$ cat src/rtl/bist_log_reader.sv
// BIST error-log drain: buffers march-C error records in a FIFO and ships each one
// as a UART-style frame on tx, followed by a single all-ones trailer once the test is done.
module bist_log_reader #(
    parameter int             RW           = 26,
    parameter int             DEPTH        = 16,
    parameter int             AW           = 4,
    parameter int             CLKS_PER_BIT = 4,
    parameter logic [RW-1:0]  TRAILER      = 26'h3FFFFFF
) (
    input  logic          clk,
    input  logic          reset,
    input  logic          rec_valid,
    input  logic [RW-1:0] rec_data,
    input  logic          test_done,
    output logic          tx,
    output logic          busy,
    output logic          overflow,
    output logic [15:0]   rec_cnt,
    output logic [7:0]    drop_cnt,
    output logic          log_done
);

    localparam int BW = (CLKS_PER_BIT > 1) ? $clog2(CLKS_PER_BIT) : 1;
    localparam int IW = $clog2(RW);

    typedef enum logic [2:0] {S_IDLE, S_START, S_DATA, S_STOP, S_DONE} state_t;

    logic [RW-1:0] r_mem [DEPTH];
    logic [AW-1:0] r_wr_ptr;
    logic [AW-1:0] r_rd_ptr;
    logic [AW:0]   r_count;
    logic [15:0]   r_rec_cnt;
    logic [7:0]    r_drop_cnt;
    logic          r_overflow;

    state_t        r_state;
    logic [RW-1:0] r_shift;
    logic [BW-1:0] r_baud;
    logic [IW-1:0] r_bit;
    logic          r_trailer;
    logic          r_tx;
    logic          r_log_done;

    logic w_pop, w_full, w_push, w_drop, w_baud_end, w_bit_end;

    // A pop on the same edge frees a slot, so a push into a full FIFO still lands.
    assign w_pop      = (r_state == S_IDLE) && (r_count != '0);
    assign w_full     = (r_count == (AW+1)'(DEPTH));
    assign w_push     = rec_valid && (!w_full || w_pop);
    assign w_drop     = rec_valid && w_full && !w_pop;
    assign w_baud_end = (r_baud == BW'(CLKS_PER_BIT - 1));
    assign w_bit_end  = (r_bit == IW'(RW - 1));

    // NOTE: the record storage has no reset; pointers and count define which entries are valid.
    always_ff @(posedge clk) begin
        if (w_push) begin
            r_mem[r_wr_ptr] <= rec_data;
        end
    end

    // NOTE: sequential state uses non-blocking assignments so every flop samples pre-edge values.
    always_ff @(posedge clk or posedge reset) begin
        if (reset) begin
            r_wr_ptr   <= '0;
            r_rd_ptr   <= '0;
            r_count    <= '0;
            r_rec_cnt  <= '0;
            r_drop_cnt <= '0;
            r_overflow <= 1'b0;
        end else begin
            if (w_push) begin
                r_wr_ptr <= r_wr_ptr + AW'(1);
                if (r_rec_cnt != 16'hFFFF) begin
                    r_rec_cnt <= r_rec_cnt + 16'd1;
                end
            end
            if (w_pop) begin
                r_rd_ptr <= r_rd_ptr + AW'(1);
            end
            if (w_push && !w_pop) begin
                r_count <= r_count + (AW+1)'(1);
            end else if (w_pop && !w_push) begin
                r_count <= r_count - (AW+1)'(1);
            end
            if (w_drop) begin
                r_overflow <= 1'b1;
                if (r_drop_cnt != 8'hFF) begin
                    r_drop_cnt <= r_drop_cnt + 8'd1;
                end
            end
        end
    end

    // tx is registered from the current state, so it lags the state by one cycle.
    always_ff @(posedge clk or posedge reset) begin
        if (reset) begin
            r_state    <= S_IDLE;
            r_shift    <= '0;
            r_baud     <= '0;
            r_bit      <= '0;
            r_trailer  <= 1'b0;
            r_tx       <= 1'b1;
            r_log_done <= 1'b0;
        end else begin
            case (r_state)
                S_IDLE: begin
                    r_tx   <= 1'b1;
                    r_baud <= '0;
                    r_bit  <= '0;
                    if (r_count != '0) begin
                        r_shift <= r_mem[r_rd_ptr];
                        r_state <= S_START;
                    end else if (test_done && !r_log_done) begin
                        r_shift   <= TRAILER;
                        r_trailer <= 1'b1;
                        r_state   <= S_START;
                    end
                end
                S_START: begin
                    r_tx <= 1'b0;
                    if (w_baud_end) begin
                        r_baud  <= '0;
                        r_bit   <= '0;
                        r_state <= S_DATA;
                    end else begin
                        r_baud <= r_baud + BW'(1);
                    end
                end
                S_DATA: begin
                    r_tx <= r_shift[0];
                    if (w_baud_end) begin
                        r_baud  <= '0;
                        r_shift <= r_shift >> 1;
                        if (w_bit_end) begin
                            r_state <= S_STOP;
                        end else begin
                            r_bit <= r_bit + IW'(1);
                        end
                    end else begin
                        r_baud <= r_baud + BW'(1);
                    end
                end
                S_STOP: begin
                    r_tx <= 1'b1;
                    if (w_baud_end) begin
                        r_baud <= '0;
                        if (r_trailer) begin
                            r_log_done <= 1'b1;
                            r_state    <= S_DONE;
                        end else begin
                            r_state <= S_IDLE;
                        end
                    end else begin
                        r_baud <= r_baud + BW'(1);
                    end
                end
                S_DONE: begin
                    r_tx <= 1'b1;
                end
                default: begin
                    r_tx    <= 1'b1;
                    r_state <= S_IDLE;
                end
            endcase
        end
    end

    assign tx       = r_tx;
    assign busy     = ((r_state != S_IDLE) && (r_state != S_DONE)) || (r_count != '0);
    assign overflow = r_overflow;
    assign rec_cnt  = r_rec_cnt;
    assign drop_cnt = r_drop_cnt;
    assign log_done = r_log_done;

endmodule

$ cat config.mk
export PLATFORM = sky130hd
export DESIGN_NAME = bist_log_reader
export DESIGN_NICKNAME = d
export VERILOG_FILES = /design/src/rtl/bist_log_reader.sv
export SDC_FILE = /design/constraint.sdc
export NUM_CORES = 1
export LEC_CHECK = 0
export ABC_CLOCK_PERIOD_IN_PS = 5800
export BUFFER_PORTS_ARGS = -buffer_cell sky130_fd_sc_hd__buf_2
export CORE_MARGIN = 2
export CORE_UTILIZATION = 50
export DETAILED_ROUTE_END_ITERATION = 7
export PLACE_DENSITY = 0.67
export REMOVE_ABC_BUFFERS = 1
export SLEW_MARGIN = 20
export SYNTH_ARGS = -nofsm -noshare
export SYNTH_HDL_FRONTEND = slang
export SYNTH_SLANG_ARGS = --single-unit
$ cat constraint.sdc
create_clock -name clk -period 5.8 [get_ports clk]
set_input_delay 0.87 -clock clk [delete_from_list [all_inputs] [get_ports clk]]
set_output_delay 0.87 -clock clk [all_outputs]
set_load 0.02 [all_outputs]
# ---- After elaboration in Yosys (flattened, before gate mapping)
# Memories as Yosys holds them, arrays and structs flattened.
# Index checks and enable logic that the tools add are counted.
dict set report word_totals {
  out_inout_bits 28
  elab_cells 92
  mem_count 1
  input_bits 30
  ram_bits 416
  regBits 77
}
dict set report op_classes {
  bitwise_logic 2
  add_sub_neg 8
  n_mux 23
  n_reduce_logical 29
  eq_ne 16
}
# memory words width rd rd_clocked_by_memory_dff wr line_no
set mem_list {}
lappend mem_list {r_mem 16 26 1 0 1 28} ;# logic [RW-1:0] r_mem [DEPTH];
# operator count
set op_table {}
lappend op_table {{26-bit 2-to-1 mux} 3}
lappend op_table {{26-bit one-hot mux with 2 select lines} 1}
lappend op_table {{5-bit 2-to-1 mux} 5}
lappend op_table {{3-bit 2-to-1 mux} 7}
lappend op_table {{16-bit by 1-bit adder with 16-bit output (second input constant)} 1}
lappend op_table {{16-bit != test (second input constant)} 1}
lappend op_table {{3-bit one-hot mux with 5 select lines} 1}
lappend op_table {{5-bit one-hot mux with 3 select lines} 1}
lappend op_table {{5-bit by 1-bit adder with 5-bit output (second input constant)} 2}
lappend op_table {{5-bit equality test (second input constant)} 2}
lappend op_table {{2-bit != test (second input constant)} 5}
lappend op_table {{3-bit AND reduction} 3}
lappend op_table {{4-bit by 1-bit adder with 4-bit output (second input constant)} 2}
lappend op_table {{8-bit by 1-bit adder with 8-bit output (second input constant)} 1}
lappend op_table {{1-bit logical AND} 8}
lappend op_table {{8-bit != test (second input constant)} 1}
lappend op_table {{3-bit by 2-bit equality test with 1-bit output (second input constant)} 2}
lappend op_table {{6-bit AND reduction} 1}
lappend op_table {{2-bit nonzero test} 3}
lappend op_table {{3-bit nonzero test} 2}
lappend op_table {{5-bit nonzero test} 1}
lappend op_table {{5-bit by 1-bit subtractor with 5-bit output (second input constant)} 1}
lappend op_table {{1-bit logical NOT} 4}
lappend op_table {{2-bit one-hot mux with 2 select lines} 1}
lappend op_table {{15 further kinds} 19}

# ---- Depth between registers and ports, before layout
# Gate-level depths: netlist of run 1.
dict set report depth {
  word_depth 8
  ltp_mapped 12
}

# ---- Worst setup path before layout of run 1
# OpenSTA, ideal clock, no wires.
dict set report synth_timing {
  path_type {input -> register}
  from {input rec_valid}
  to {memory r_mem[0][0], enable pin}
  arrival_ns 3.043
  path_stages 5
  path_slack_ns 2.315
  path_buffers 1
  setup_ns 0.442
  path_cell_list {o31ai_2 inv_2 buf_6 nand2_1 nor3_1}
}
dict set report synth_via {
  elab_chain_len 3
}
# item line_no
set synth_lines {}
lappend synth_lines {{start: declaration} 12} ;# input logic rec_valid,
lappend synth_lines {{1-bit logical AND} 49} ;# assign w_push = rec_valid && (!w_full || w_pop);
lappend synth_lines {{named net w_push} 44} ;# logic w_pop, w_full, w_push, w_drop, w_baud_end, w_bit_end;
lappend synth_lines {{1-bit 2-to-1 mux} 56} ;# if (w_push) begin
lappend synth_lines {{1-bit 2-to-1 mux (implied by the code)} 57} ;# r_mem[r_wr_ptr] <= rec_data;
lappend synth_lines {{end: declaration} 28}
# The timed path passes the listed nets, and every way through them passes these cells.

# ---- Worst setup path after layout of run 1
dict set report layout_timing {
  from {register r_count[0]}
  to {register r_count[4]}
}
dict set report layout_via {
  elab_chain_len 7
  word_cells_on_any_way 15
  classes_between {add/sub: 2; eq/ne: 1; mux: 2; reduce/logical: 10}
}
# item line_no
set layout_lines {}
lappend layout_lines {{start: declaration} 31} ;# logic [AW:0] r_count;
lappend layout_lines {{start signal: assignment} 81} ;# r_count <= r_count + (AW+1)'(1);
lappend layout_lines {{start signal: assignment} 83} ;# r_count <= r_count - (AW+1)'(1);
lappend layout_lines {{parallel branches: the longest is 7 deep, another holds 5-bit by 1-bit subtractor with 5-bit output} -}
# Several ways; the timed one is not identified. The select of a mux whose other input is x is not followed.
# A chain may end at the register's enable or synchronous reset.

==> flow_metrics.tcl, run 1 <==
set metrics [dict create \
    setup.worst_path.start_class "flip-flop" \
    fin_nets 1138 \
    slew_viol_final 0 \
    cap_violations 0 \
    grt_pass1_vias 9712 \
    grt_usage_pct 19.63 \
    min_path_type "in -> async" \
    synth_top_area_share_pct 63.86 \
    path_clk_slew_ps 60 \
    grt_antenna_before_repair 1 \
    cts-root-buf "clkbuf_16" \
    grt_setup_unrepaired "no" \
    drt.antenna.violating_nets 0 \
    cts_buffer_depth 3 \
    dp_cells 1557 \
    grt_overflow_total 0 \
    path_class "reg -> reg" \
    start_util_pct 50.61 \
    cp.arrival_ps 3610 \
    fmax_mhz 319.2 \
    synth_flop_cell "edfxtp_1" \
    grt_pass1_wl_um 59550 \
    p_leak_nw 7.479 \
    die_y_um 201.8 \
    synth_cells 1014 \
    final_common_cell "edfxtp_1" \
    yosysTopAreaCell "edfxtp_1" \
    post_cts.repair.setup_buffers 0 \
    ys_seq_area_share_pct 73.72 \
    core_area_um2 38650 \
    cts-hold-fix-buffers 0 \
    stdcell_count 1653 \
    cp_max_fo 12 \
    clk_latency_ps 600 \
    numCtsBuffers 49 \
    die_area_um2 40720 \
    rows 72 \
    finalHoldViolCount 0 \
    vias 9637 \
    drt-initial-drc-count 768 \
    cts_resized 0 \
    htree_levels 2 \
    place.gp.congestion 0.7454 \
    dr.pass1.iters 5 \
    rr_worst_depth 11 \
    synth-edff-count 416 \
    outcome "finished clean" \
    async_flop_share_pct 15.62 \
    end_kind "flip-flop" \
    die_x_um 201.8 \
    wire_per_inst_um 23.41 \
    ios 58 \
    synth.area.top_cells "edfxtp_1 64%, mux4_2 12%, dfrtp_1 9.7%" \
    layout_min_cycle_time_ps 3133 \
    synth_seq_cells 493 \
    skew_ps 16.04 \
    hold_slack_ps 381.0 \
    grt_max_degree 57 \
    dp_hpwl_um 20160 \
    drive_above_1_share_pct 30.69 \
    relSlewSlack_pct 29.79 \
    io_buffers 57 \
    final.setup.tns_ps 0 \
    vdd_drop_max_uv 292.4 \
    crit_required_ps 6270 \
    cts_tree "yes" \
    drc 0 \
    setup_viol 0 \
    worst_pin_slew_ps 1051 \
    totalWireLength_um 38700 \
    post-route-period-util_pct 54.02 \
    cellPowerDensity_nw_per_um2 376.9 \
    cts_sinks 493 \
    synth.avg_cell_area_um2 19.29 \
    synth.distinct_cells 55 \
    syn_to_final_growth_pct 13.54 \
    yosysWarnings 0 \
    vias_per_cell 5.830 \
    synthesis.area_um2 19560 \
    layout_common_cells "416 x edfxtp_1, 103 x mux4_2, 73 x dfrtp_1" \
]
power breakdown:
| group | internal [mW] | leakage, nW | switching [mW] |
|---|---|---|---|
| Combinational | 0.286 | 1.95 | 0.535 |
| Clock | 1.87 | 0.797 | 1.31 |
| Sequential | 4.22 | 4.73 | 0.158 |
routing by layer:
metal	track usage [%]	vias to the layer above	wire length, µm
met5	0	-	12
met4	6.329	2	899
met3	3.273	74	1933
met2	31.62	263	18760
met1	27.72	5063	17090
li1	-	4235	-
stage by stage:
step	setup slack [ps]	util (%)	cell area [µm²]	total power, mW
2_1_floorplan	323.8	-	19280	4.889
3_3_place_gp	2772	53.07	20510	5.233
3_5_place_dp	2692	53.07	20510	5.266
4_1_cts	2681	57.28	22140	8.443
5_1_grt	2458	57.46	22210	8.693
6_report	2667	57.47	22210	8.371
cell families after synthesis:
group	after synthesis	synth area share, %
buf+inv	65	1.669
fa+ha+maj	15	0.9979
flops	493	73.72
compound gates	87	3.256
mux	160	15.13
simple gates	164	3.877
xor+xnor	30	1.343
registers in the layout (all words and copies together), names as in the netlist:
register / count
r_wr_ptr: 4
r_trailer: 1
log_done: 1
r_rd_ptr: 4
drop_cnt: 8
r_state: 3
r_count: 5
r_mem: 416
r_shift: 26
rec_cnt: 16
r_bit: 5
overflow: 1
tx: 1
r_baud: 2
final cells by class:
type                            count  area [µm²]
Timing Repair Buffer               80       515.5
Inverter                           13       50.05
Clock buffer                       73        1408
Multi-Input combinational cell    456        4933
Tap cell                          518       648.1
Antenna cell                        1       2.502
Fill cell                        2938       16440
Sequential cell                   493       14430
Clock inverter                     19       222.7
critical path, stage by stage (launching register included):
cell,delay [ps]
dfrtp_1,450
or4_4,580
o31ai_2,410
inv_2,200
ha_1,270
inv_1,140
ha_1,280
a21o_1,190
a21oi_1,160
xnor2_1,140
nor2_1,70
xnor2_1,130
final timing paths:
path | start | end | slack (ps)
worst max-delay path | r_count[0] | r_count[4] | 2670
max in group asynchronous | reset | r_rd_ptr[0] | 4400
worst min register to register | overflow | overflow | 460
min in group clk | overflow | overflow | 460
worst min-delay path | reset | r_shift[17] | 380
worst max register to register | r_count[0] | r_count[4] | 2670
Yosys cell counts (all sizes together), types with 2 or more instances:
cell type,instances
a211oi,27
a21o,4
buf,32
or3,2
nor2b,3
a31oi,3
nor4,3
o22ai,25
or4,3
edfxtp,416
o31ai,3
dfrtp,76
nand4,12
xor2,9
clkbuf,20
a311oi,2
xnor2,21
ha,14
nor3,11
and3,2
inv,13
nand3,12
o21ai,10
a21oi,8
nor2,77
nand2b,6
mux2,56
mux4,103
nand2,28
(Power assumes the default switching activity.)
==> run 2: changes to the inputs <==
- ABC_CLOCK_PERIOD_IN_PS: 5800 -> 2600
- PLACE_DENSITY: 0.67 -> 0.7
- clock period: 5.8 -> 2.6 ns (I/O delays scaled with it)
==> run 2 against run 1 <==
Effect of this change:
- critical endpoint unchanged
- combinational power rose by 150%
- highest routed layer is now met4
- non-clock buffer count increased by 40
- global-route usage fell by 0.24 points
- worst setup slack got worse by 2600 ps
- wire length decreased by 1.3%
- count of clock-buffer cells in the layout decreased by 1
- die area stayed put
==> flow_metrics.tcl, run 2 (synthesis gave the netlist of run 1 again) <==
set metrics [dict create \
    syn_to_final_growth_pct 16.49 \
    grt_usage_pct 19.38 \
    pre_cts_slack_ps -35.93 \
    totalWireLength_um 38190 \
    largest_register "r_mem" \
    die_x_um 201.8 \
    crit_end "r_count[4]" \
    vias_per_cell 5.772 \
    cp.arrival_ps 2950 \
    worst_pin_slew_ps 1010 \
    setup_ws_ps 99.39 \
    cap_violations 0 \
    grt_antenna_before_repair 0 \
    drt-initial-drc-count 734 \
    fin_nets 1179 \
    fmax_mhz 399.9 \
    final_common_cell "edfxtp_1" \
    post-route-period-util_pct 96.18 \
    core_area_um2 38650 \
    cellPowerDensity_nw_per_um2 842.3 \
    slew_viol_final 0 \
    rows 72 \
    vias 9778 \
    hp-start "rec_data[14]" \
    drt.antenna.violating_nets 0 \
    dr.pass1.iters 7 \
    die_y_um 201.8 \
    largest_register_ffs 416 \
    grt_max_degree 54 \
    place.gp.congestion 0.7836 \
    start_util_pct 50.61 \
    drive_above_1_share_pct 33.93 \
    relSlewSlack_pct 32.48 \
    grt_overflow_total 0 \
    p_leak_nw 7.772 \
    swShare_pct 23.71 \
    layout_common_cells "416 x edfxtp_1, 103 x mux4_2, 73 x dfrtp_1" \
    path_class "reg -> reg" \
    r2r_setup_slack_ps 100 \
    grt_pass1_wl_um 59930 \
    path_clk_slew_ps 60 \
    cts_buffer_depth 3 \
    io_buffers 57 \
    cp_max_fo 3 \
    crit_start "r_count[3]" \
    ios 58 \
    grt_pass1_vias 10120 \
    min_path_type "in -> reg" \
    drc 0 \
    p_seq_share_pct 50.8 \
    outcome "finished clean" \
    cts_sinks 493 \
    wire_per_inst_um 22.54 \
    p_comb_share_pct 10.7 \
    internal-power_mw 14.64 \
    n_antenna_cell 0 \
    htree_levels 2 \
    vdd_drop_max_uv 590.1 \
    clk_latency_ps 600 \
    setup_viol 0 \
    grt_setup_unrepaired "no" \
    dp_hpwl_um 22200 \
    setup.worst_path.start_class "flip-flop" \
    r2r-end "r_count[4]" \
    cts_tree "yes" \
    final.setup.tns_ps 0 \
    power_frac_clock_pct 38.6 \
    finalHoldViolCount 0 \
    numCtsBuffers 50 \
    layout_min_cycle_time_ps 2501 \
    crit_required_ps 3050 \
    skew_ps 40.94 \
    die_area_um2 40720 \
    end_kind "flip-flop" \
    r2r_start "r_count[3]" \
    cts-root-buf "clkbuf_16" \
    rr_worst_depth 11 \
    p_sw_mw 4.549 \
]
[run 2: worst max-delay path, cell delays in order (launching register included)]
cell,delay (ps)
dfrtp_1,400
or4_4,570
o31ai_4,220
inv_2,60
ha_2,190
inv_2,60
ha_1,230
a21o_1,200
a21oi_2,160
xnor2_1,130
nor2_1,60
xnor2_1,120
[run 2: timing repair]
action | CTS | global route
hold buffers | 1 | 0
resized for setup | 5 | 4
endpoints found under the hold margin | 33 | 0
endpoints found under the setup margin | 3 | 2
pin swaps | 0 | 3
setup buffers | 0 | 1
[run 2: final cells by class]
cell class              count  area, µm²
fillers                  2769      15860
well taps                 518      648.1
repair buffers            120      968.4
clock inverters            22      301.5
inverters                  13      50.05
multi-input cells         456       4964
flip-flops and latches    493      14430
clock buffers              72       1425
[run 2: power groups by stage]
stage	Clock [mW]	Combinational (mW)	Sequential [mW]
6_report	7.40	2.04	9.74
5_1_grt	7.86	2.23	9.81
4_1_cts	7.56	2.04	9.74
3_5_place_dp	0	2.00	9.89
3_3_place_gp	0	1.96	9.85
2_1_floorplan	0	0.971	9.93
[run 2: worst min path at each step]
stage	endpoint	slack, ps	depth (start not counted)
finish	r_mem[7][14]	170	1
global route	r_mem[10][17]	140	1
CTS	r_mem[4][17]	130	1
detailed placement	overflow	470	1
global placement	overflow	470	1
floorplan	r_trailer	440	1
[run 2: layer usage]
metal | routed length, µm | vias to the layer above | share of wire [%] | global-route usage, %
met4 | 706 | 0 | 1.8 | 5.646
met3 | 1861 | 53 | 4.9 | 2.951
li1 | - | 4316 | - | -
met1 | 16750 | 5146 | 44 | 27.55
met2 | 18870 | 263 | 49 | 31.54
met5 | 0 | - | 0 | 0
[run 2: through the flow]
step	instance area, µm²	utilization, %	hold WS [ps]	instances	power [mW]
6_report	22790	58.96	169.3	1694	19.19
5_1_grt	22790	58.96	143.0	1694	19.90
4_1_cts	22740	58.84	127.9	1692	19.34
3_5_place_dp	20980	54.29	472.5	1597	11.89
3_3_place_gp	20980	54.29	467.1	1597	11.81
2_1_floorplan	19280	-	442.2	962	10.91
==> run 3: changes to the inputs <==
- CORE_UTILIZATION: 50 -> 49
- PLACE_DENSITY: 0.7 -> 0.69
==> run 3 against run 2 <==
Effect of this change:
- global-route usage is 0.20 points higher
- cell count is essentially flat
- flip-flop and latch count did not move
- critical path type unchanged
- largest power group unchanged
==> flow_metrics.tcl, run 3 (synthesis gave the netlist of run 1 again) <==
set metrics [dict create \
    ios 58 \
    drt-initial-drc-count 726 \
    setup_viol 0 \
    grt_pass1_wl_um 61000 \
    p_comb_share_pct 10.7 \
    wl_met2_um 19000 \
    stdcell_count 1693 \
    rows 73 \
    htree_levels 2 \
    clk_latency_ps 600 \
    path_clk_slew_ps 70 \
    grt_antenna_before_repair 1 \
    path_class "reg -> reg" \
    cp.arrival_ps 3020 \
    drive_above_1_share_pct 33.48 \
    hold_slack_ps 173.5 \
    cts_tree "yes" \
    dp_hpwl_um 23040 \
    place.gp.congestion 0.7578 \
    final_common_cell "edfxtp_1" \
    dr.pass1.iters 5 \
    path_common_cell "buf_4" \
    worst_pin_slew_ps 1106 \
    cellPowerDensity_nw_per_um2 836.9 \
    die_area_um2 41530 \
    worst_path_largest_cell_delay_ps 380 \
    vdd_drop_max_uv 520.9 \
    slew_viol_final 0 \
    p_sw_mw 4.562 \
    start_util_pct 49.46 \
    drt.antenna.violating_nets 0 \
    finalHoldViolCount 0 \
    r2r-end "r_count[4]" \
    wire_per_inst_um 23.36 \
    syn_to_final_growth_pct 15.69 \
    top_layer_used "met5" \
    setup.worst_path.start_class "flip-flop" \
    rr_worst_depth 14 \
    worst_path_max_delay_cell "dfrtp_1" \
    cts_buffer_depth 3 \
    numCtsBuffers 49 \
    internal-power_mw 14.38 \
    layout_common_cells "416 x edfxtp_1, 103 x mux4_2, 73 x dfrtp_1" \
    totalWireLength_um 39550 \
    cts_sinks 493 \
    die_y_um 203.8 \
    r2r_setup_slack_ps 50 \
    vias 9799 \
    crit_chain "buf_4, nor4_4, buf_4, a21oi_2, inv_1, ha_2, inv_2, buf_4, fa_2, a21o_1, a21oi_2, xnor2_1, nor2_1, xnor2_1" \
    outcome "finished clean" \
    cp_max_fo 3 \
    dp_cells 1601 \
    largest_register "r_mem" \
    worstHoldPathCells 1 \
    post-route-period-util_pct 98.11 \
    relSlewSlack_pct 26.08 \
    grt_pass1_vias 10100 \
    p_leak_nw 7.686 \
    end_kind "flip-flop" \
    skew_ps 21.84 \
    fmax_mhz 392.0 \
    layout_min_cycle_time_ps 2551 \
    wl_met1_um 17450 \
    cts-root-buf "clkbuf_16" \
    drc 0 \
    io_buffers 57 \
    grt_max_degree 61 \
    die_x_um 203.8 \
    grt_setup_unrepaired "yes" \
    grt_overflow_total 0 \
    fin_nets 1173 \
    crit_required_ps 3070 \
    largest_register_ffs 416 \
    min_to "r_mem[3][9]" \
    dr_wl_met3_um 2214 \
    r2r_start "r_count[3]" \
    cap_violations 0 \
    grt_usage_pct 19.59 \
    vias_per_cell 5.788 \
    swShare_pct 24.09 \
    hp-start "rec_data[9]" \
    p_seq_share_pct 51.4 \
    core_area_um2 39550 \
    min_path_type "in -> reg" \
    n_antenna_cell 0 \
    power_frac_clock_pct 37.9 \
]
## run 3: cell types whose count changed in the layout (fill, tap and decap cells not counted), moves of 2 or more
cell,change
clkbuf_1,-4
clkinv_1,+5
buf_12,-4
clkinvlp_4,+2
clkinv_2,-4
## run 3: through the flow
stage               instance area [µm²]  setup slack [ps]  total power, mW  setup TNS, ps  utilization (%)
finish                            22630             49.06            18.94              0            57.22
global route                      22630            -91.48            19.64         -135.6            57.22
CTS                               22590            -47.12            19.05         -71.17            57.11
detailed placement                20920            -23.38            11.88         -26.10            52.89
global placement                  20920            -33.06            11.79         -33.06            52.89
floorplan                         19280             -2876            10.91        -195160                -
## run 3: critical path: cells and delay by family, from the launching register on
family	cells	cell delay, ps
flip-flops	1	380
AO/OA/AOI/OAI	3	380
adder cells (fa/ha/maj)	2	520
AND/OR/NAND/NOR	2	360
XOR/XNOR	2	250
buffers and inverters	5	560
## run 3: final cells by class
type,count,area [µm²]
fillers,2927,16920
multi-input cells,456,4981
clock inverters,25,280.3
clock buffers,66,1371
flip-flops and latches,493,14430
inverters,13,50.05
well taps,525,656.9
repair buffers,115,860.8
## run 3: worst max-delay path by stage
stage,startpoint,depth (start not counted),to
finish,r_count[3],14,r_count[4]
global route,r_count[3],14,r_count[4]
CTS,r_count[3],11,r_count[4]
detailed placement,r_count[3],14,r_count[4]
global placement,r_count[3],14,r_count[4]
floorplan,r_rd_ptr[0],5,r_shift[25]
## run 3: timing repair
item	CTS	global route
pin swaps	0	6
buffers inserted	0	0
setup endpoints to repair	2	254
hold buffers	1	0
resized for setup	1	10
hold endpoints to repair	16	0
## run 3: metal layers
metal | global-route usage [%] | up-vias
met5 | 0 | -
met4 | 5.344 | 2
met3 | 4.043 | 68
met2 | 30.95 | 295
met1 | 28.00 | 5125
li1 | - | 4309
## run 3: power groups by stage
stage          combinational [mW]  clock (mW)  sequential (mW)
2_1_floorplan               0.971           0             9.93
3_3_place_gp                 1.94           0             9.85
3_5_place_dp                 1.98           0             9.89
4_1_cts                      2.00        7.31             9.74
5_1_grt                      2.20        7.64             9.80
6_report                     2.02        7.18             9.73
